### config.mk
export PLATFORM = sky130hd
export DESIGN_NAME = spi_slave_rx
export DESIGN_NICKNAME = d
export VERILOG_FILES = /design/src/rtl/spi_pkg.sv /design/src/rtl/spi_sync_edge.sv /design/src/rtl/spi_slave_rx.sv
export SDC_FILE = /design/constraint.sdc
export NUM_CORES = 1
export LEC_CHECK = 0
export BUFFER_PORTS_ARGS = -buffer_cell sky130_fd_sc_hd__buf_4
export CORE_MARGIN = 4
export CORE_UTILIZATION = 45
export CTS_CLUSTER_DIAMETER = 40
export DETAILED_ROUTE_END_ITERATION = 7
export SETUP_SLACK_MARGIN = 0.15
export SLEW_MARGIN = 20
export SYNTH_ARGS = -nofsm -noshare
export SYNTH_HDL_FRONTEND = slang
export SYNTH_SLANG_ARGS = --single-unit
### constraint.sdc
create_clock -name clk -period 2.5 [get_ports clk]
set_clock_uncertainty 0.1 [all_clocks]
set_input_delay 0.125 -clock clk [delete_from_list [all_inputs] [get_ports clk]]
set_output_delay 0.125 -clock clk [all_outputs]
set_load 0.02 [all_outputs]
### src/rtl/spi_pkg.sv
// Shared constants for the SPI slave receive path: state encoding, default
// word width, bus mode and a counter-width helper.
package spi_pkg;

  localparam int unsigned SPI_DATA_W = 8;

  localparam logic SPI_CPOL = 1'b0;
  localparam logic SPI_CPHA = 1'b0;

  localparam logic [1:0] ST_IDLE = 2'd0;
  localparam logic [1:0] ST_TRX  = 2'd1;
  localparam logic [1:0] ST_DONE = 2'd2;

  function automatic int unsigned clog2(input int unsigned value);
    int unsigned v;
    int unsigned w;
    w = 0;
    v = (value > 0) ? value - 1 : 0;
    while (v != 0) begin
      w++;
      v = v >> 1;
    end
    return w;
  endfunction

endpackage

### src/rtl/spi_sync_edge.sv
// Multi-stage synchronizer for one asynchronous SPI pin, followed by an edge
// register that yields single-cycle rise/fall strobes in the clk domain.
module spi_sync_edge
  import spi_pkg::*;
#(
  parameter int unsigned STAGES    = 2,
  parameter logic        RESET_VAL = 1'b0
) (
  input  logic clk,
  input  logic rst,
  input  logic din,
  output logic level,
  output logic rise,
  output logic fall
);

  logic [STAGES-1:0] sync;
  logic              prev;

  always_ff @(posedge clk or negedge rst) begin
    if (!rst) begin
      sync <= {STAGES{RESET_VAL}};
      prev <= RESET_VAL;
    end else begin
      sync <= {sync[STAGES-2:0], din};
      prev <= sync[STAGES-1];
    end
  end

  assign level = sync[STAGES-1];
  assign rise  = level & ~prev;
  assign fall  = ~level & prev;

endmodule

### src/rtl/spi_slave_rx.sv
// SPI mode-0 slave endpoint: oversamples sclk/cs_n/mosi in the clk domain,
// assembles MSB-first words and shifts a preloaded reply out on miso.
module spi_slave_rx
  import spi_pkg::*;
#(
  parameter int unsigned       DATA_W      = SPI_DATA_W,
  parameter int unsigned       SYNC_STAGES = 2,
  parameter logic [DATA_W-1:0] IDLE_WORD   = '0
) (
  input  logic              clk,
  input  logic              rst,
  input  logic              sclk,
  input  logic              cs_n,
  input  logic              mosi,
  output logic              miso,
  input  logic [DATA_W-1:0] tx_data,
  input  logic              tx_load,
  output logic              tx_ready,
  output logic [DATA_W-1:0] rx_data,
  output logic              rx_valid,
  output logic              busy,
  output logic              abort
);

  localparam int unsigned       CNT_W    = (clog2(DATA_W) > 0) ? clog2(DATA_W) : 1;
  localparam logic [CNT_W-1:0] LAST_BIT = CNT_W'(DATA_W - 1);

  logic              sclk_level, sclk_rise, sclk_fall;
  logic              cs_level, cs_rise, cs_fall;
  logic              mosi_level, mosi_rise, mosi_fall;
  logic              sample_edge, shift_edge;
  logic [1:0]        state;
  logic [CNT_W-1:0]  bit_cnt;
  logic [DATA_W-1:0] rx_shift;
  logic [DATA_W-1:0] tx_shift;
  logic [DATA_W-1:0] reply_buf;
  logic              unused_sync;

  spi_sync_edge #(.STAGES(SYNC_STAGES), .RESET_VAL(SPI_CPOL)) u_sync_sclk (
    .clk(clk), .rst(rst), .din(sclk),
    .level(sclk_level), .rise(sclk_rise), .fall(sclk_fall)
  );

  spi_sync_edge #(.STAGES(SYNC_STAGES), .RESET_VAL(1'b1)) u_sync_cs (
    .clk(clk), .rst(rst), .din(cs_n),
    .level(cs_level), .rise(cs_rise), .fall(cs_fall)
  );

  spi_sync_edge #(.STAGES(SYNC_STAGES), .RESET_VAL(1'b0)) u_sync_mosi (
    .clk(clk), .rst(rst), .din(mosi),
    .level(mosi_level), .rise(mosi_rise), .fall(mosi_fall)
  );

  assign unused_sync = ^{sclk_level, cs_rise, mosi_rise, mosi_fall};

  assign sample_edge = (SPI_CPOL ^ SPI_CPHA) ? sclk_fall : sclk_rise;
  assign shift_edge  = (SPI_CPOL ^ SPI_CPHA) ? sclk_rise : sclk_fall;

  always_ff @(posedge clk or negedge rst) begin
    if (!rst) begin
      state     <= ST_IDLE;
      bit_cnt   <= '0;
      rx_shift  <= '0;
      tx_shift  <= '0;
      reply_buf <= IDLE_WORD;
      rx_data   <= '0;
      rx_valid  <= 1'b0;
      abort     <= 1'b0;
    end else begin
      rx_valid <= 1'b0;
      abort    <= 1'b0;
      case (state)
        ST_IDLE: begin
          if (tx_load) reply_buf <= tx_data;
          if (cs_fall) begin
            tx_shift <= reply_buf;
            bit_cnt  <= '0;
            state    <= ST_TRX;
          end
        end
        ST_TRX: begin
          if (sample_edge) begin
            rx_shift <= {rx_shift[DATA_W-2:0], mosi_level};
            bit_cnt  <= bit_cnt + 1'b1;
          end
          // The trailing fall of the previous word lands at count 0; skipping
          // it keeps a freshly loaded back-to-back reply word intact.
          if (shift_edge && (bit_cnt != '0)) tx_shift <= {tx_shift[DATA_W-2:0], 1'b0};
          if (sample_edge && (bit_cnt == LAST_BIT)) begin
            state <= ST_DONE;
          end else if (cs_level) begin
            abort    <= (bit_cnt != '0);
            rx_shift <= '0;
            state    <= ST_IDLE;
          end
        end
        ST_DONE: begin
          rx_data   <= rx_shift;
          rx_valid  <= 1'b1;
          reply_buf <= IDLE_WORD;
          bit_cnt   <= '0;
          if (!cs_level) begin
            tx_shift <= IDLE_WORD;
            state    <= ST_TRX;
          end else begin
            state <= ST_IDLE;
          end
        end
        default: state <= ST_IDLE;
      endcase
    end
  end

  assign tx_ready = (state == ST_IDLE);
  assign busy     = (state != ST_IDLE);
  assign miso     = ~cs_level & tx_shift[DATA_W-1];

endmodule
==> impl_metrics.tcl <==
set metrics [dict create \
    run_status "complete, no violations" \
    power.share.switching_pct 32.9 \
    internal_power_mw 1.47 \
    fp.dieW_um 76 \
    vias_in_the_first_global_route 1547 \
    num_rows 24 \
    syn_area_sq_mm 0.00208 \
    worst_min_path_start "tx_data[0]" \
    max_slew_margin_pct 57.4 \
    switchingPower_mw 0.721 \
    count_of_input_and_output_buffers 26 \
    crit_slowest_cell "ha_1" \
    design.final.nets 241 \
    maxcap_viol_count 0 \
    ir_drop_mv 0.414 \
    ys_dominant_reg_cell "dfrtp_1" \
    synth-async-reset-ratio_pct 100 \
    critical_path.max_fanout 14 \
    timing.critical_path.from_type "flop" \
    post-cts-setup-buffers 0 \
    synth.top_cells.by_area "dfrtp_1, mux2_2, nand2_1" \
    tightestPinTransition_ps 639 \
    syn2layout_area_growth_pct 17.6 \
    maximum_number_of_pins_on_one_net_before_global_route_repair 48 \
    critPathTopFamily "adder cells" \
    timing.final.crit_share_pct 82.2 \
    yosys_top_cell_by_area "dfrtp_1" \
    die_height_um 76 \
    startpoint_of_the_worst_register_to_register_path "state[0]$_DFFE_PN0P_" \
    drc_errors 0 \
    regToRegEndpoint "tx_shift[1]$_DFFE_PN0P_" \
    yosys_register_bits 47 \
    detailedRoute.firstIterationViolations 54 \
    critPathMaxStageDelay_ps 570 \
    max_freq_mhz 487 \
    fp.dieArea_sq_mm 0.00578 \
    dp_cells 260 \
    antennaDiodeCount 0 \
    core_region_area_sq_mm 0.00441 \
    worst_hold_path_type "in2reg" \
    hold_viol_final 0 \
    cts-buffers-inserted 5 \
    tns_setup_ps 0 \
    layout-drive-gt1-share_pct 26.4 \
    overflow 0 \
    postSynthNetCount 212 \
    synthesis.area_per_instance_sq_um 11.0 \
    ctsHtreeMaxLevel 2 \
    grtUsageTotal_pct 14.7 \
    stdcell_count 272 \
    finalSetupViolations 0 \
    rrSetupSlack_ps 440 \
    drv_slew 0 \
    synth.most_common_cell "dfrtp_1" \
    detail_route.wl_per_cell_um 14.5 \
    rsz0062_at_grt "false" \
    layout_min_cycle_time_ps 2060 \
    ys_top_cells_by_count "dfrtp_1, nand2_1, mux2_2, o21ai_0" \
    critical_path_required_ps 2580 \
    critical_path.n_buffers_inverters 1 \
    synth_cells 190 \
    start_to_end_type_of_the_worst_setup_path "reg2reg" \
    arrival_ps 2140 \
    layout.filler_cells 379 \
    synthesis.yosys.warnings 0 \
    clkSlewWorstSetupHoldPaths_ps 80 \
    io-pin-count 27 \
    gp_congestion 0.817 \
    cts-root-to-sink-buffers 2 \
    vias_per_cell 5.34 \
    ant_nets 0 \
    worstSetupEndpointType "flop" \
    dp_hpwl_mm 2.83 \
    power.static_leakage_nw 1.20 \
    antenna_found_initial 0 \
    routed_wirelength_mm 3.96 \
    initial_core_util_pct 47.1 \
    worst-r2r-cell-count 5 \
    clock-root-buffer "clkbuf_8" \
    grt_pass1_wl_mm 6.91 \
    timing.hold.worst_path_depth 3 \
    cts_tree "built" \
    synth_largest_type_area_fraction_pct 52.9 \
    dr.pass1.iters 4 \
    share_seq_of_total_power_pct 44.9 \
    worstHoldEndpoint "reply_buf[0]$_DFFE_PN0P_" \
    worst_skew_pair.late_latency_ps 300 \
    crit_chain "inv_1 > ha_1 > a221oi_2 > nand2_2 > mux2_2" \
    synth-seq-area-share_pct 56.7 \
    logic_gate_share_of_total_power_pct 32.6 \
    final_hold_slack_ps 7.03 \
    clock_sinks 47 \
    power.density_cell_area_mw_per_mm2 895 \
    yosys.cell_types.count 29 \
    via_count 1452 \
    share_clk_of_total_power_pct 22.5 \
    number_of_enable_type_register_cells_in_the_synthesized_netlist 0 \
]
==> worst reg2reg max path: stages, from the launching register on <==
cell and delay (ps):
dfrtp_1 430, inv_1 110, ha_1 570, a221oi_2 160, nand2_2 210, mux2_2 360
==> power by group through the flow <==
stage / registers (mW) / logic (mW) / clock network [mW]
2_1_floorplan: 0.981 / 0.532 / 0
3_3_place_gp: 0.992 / 0.680 / 0
3_5_place_dp: 1.00 / 0.717 / 0
4_1_cts: 0.984 / 0.725 / 0.510
5_1_grt: 0.998 / 0.800 / 0.538
6_report: 0.983 / 0.714 / 0.492
==> cells in the final DEF, fill, tap and decap left out, drive strengths merged, types with 4 or more instances in the layout <==
cell | synthesis | final
buf | 4 | 26
nor2b | 6 | 6
mux2 | 17 | 17
dlygate4sd3 | 0 | 4
clkbuf | 4 | 8
dfrtp | 44 | 44
a21oi | 13 | 13
nand2 | 34 | 34
a22o | 6 | 6
ha | 8 | 8
o21ai | 16 | 16
inv | 13 | 13
==> cell type report <==
cell class              instances  area, sq um  area share [%]
inverters                      13         48.8            1.99
flip-flops and latches         47         1180            48.2
clock buffers                   8          100            4.09
repair buffers                 30          235            9.62
well taps                      52         65.1            2.66
multi-input cells             122          817            33.4
==> sequential cells by signal, indices dropped and copies added (netlist names), 2 cells and up <==
signal	count
rx_data	8
rx_shift	8
reply_buf	8
u_sync_sclk.sync	2
u_sync_cs.sync	2
tx_shift	8
state	2
u_sync_mosi.sync	2
bit_cnt	3
==> per-stage QoR <==
step	total power, mW	utilization [%]	worst slack (ps)	cell area [sq um]
2_1_floorplan	1.51	-	727	2080
6_report	2.19	55.4	445	2450
3_5_place_dp	1.72	52.2	444	2310
5_1_grt	2.34	55.4	293	2450
4_1_cts	2.22	55.4	418	2450
3_3_place_gp	1.67	52.2	553	2310
==> how the worst max path moves through the flow <==
stage	from	to	slack, ps	cells after the start
6_report	state[0]$_DFFE_PN0P_	tx_shift[1]$_DFFE_PN0P_	440	5
3_5_place_dp	state[0]$_DFFE_PN0P_	tx_shift[1]$_DFFE_PN0P_	440	5
3_3_place_gp	state[0]$_DFFE_PN0P_	tx_shift[7]$_DFFE_PN0P_	550	5
2_1_floorplan	state[0]$_DFFE_PN0P_	tx_shift[1]$_DFFE_PN0P_	730	8
5_1_grt	state[0]$_DFFE_PN0P_	reply_buf[5]$_DFFE_PN0P_	290	6
4_1_cts	state[0]$_DFFE_PN0P_	tx_shift[1]$_DFFE_PN0P_	420	5
==> cell families (layout without fill, tap and decap cells) <==
family / after synthesis / count (layout) / synth area share, %
buf+inv: 21 / 51 / 4.03
flops: 47 / 47 / 56.7
simple gates: 56 / 56 / 12.9
mux: 18 / 18 / 9.68
compound gates: 40 / 40 / 11.8
fa+ha+maj: 8 / 8 / 4.81
==> timing repair <==
| action | CTS | global route |
|---|---|---|
| hold endpoints to repair | 47 | 0 |
| gates resized for setup | 0 | 0 |
| hold buffers | 4 | 0 |
| setup endpoints to repair | 0 | 0 |
==> metal layers <==
layer  part of all wire [%]  vias up  global-route usage [%]
met5                      0        -                       0
met4                    2.1        0                    6.05
met3                    3.5        9                    3.90
met2                     51       27                    26.0
met1                     43      721                    16.4
li1                       -      695                       -
(Power assumes the default switching activity.)
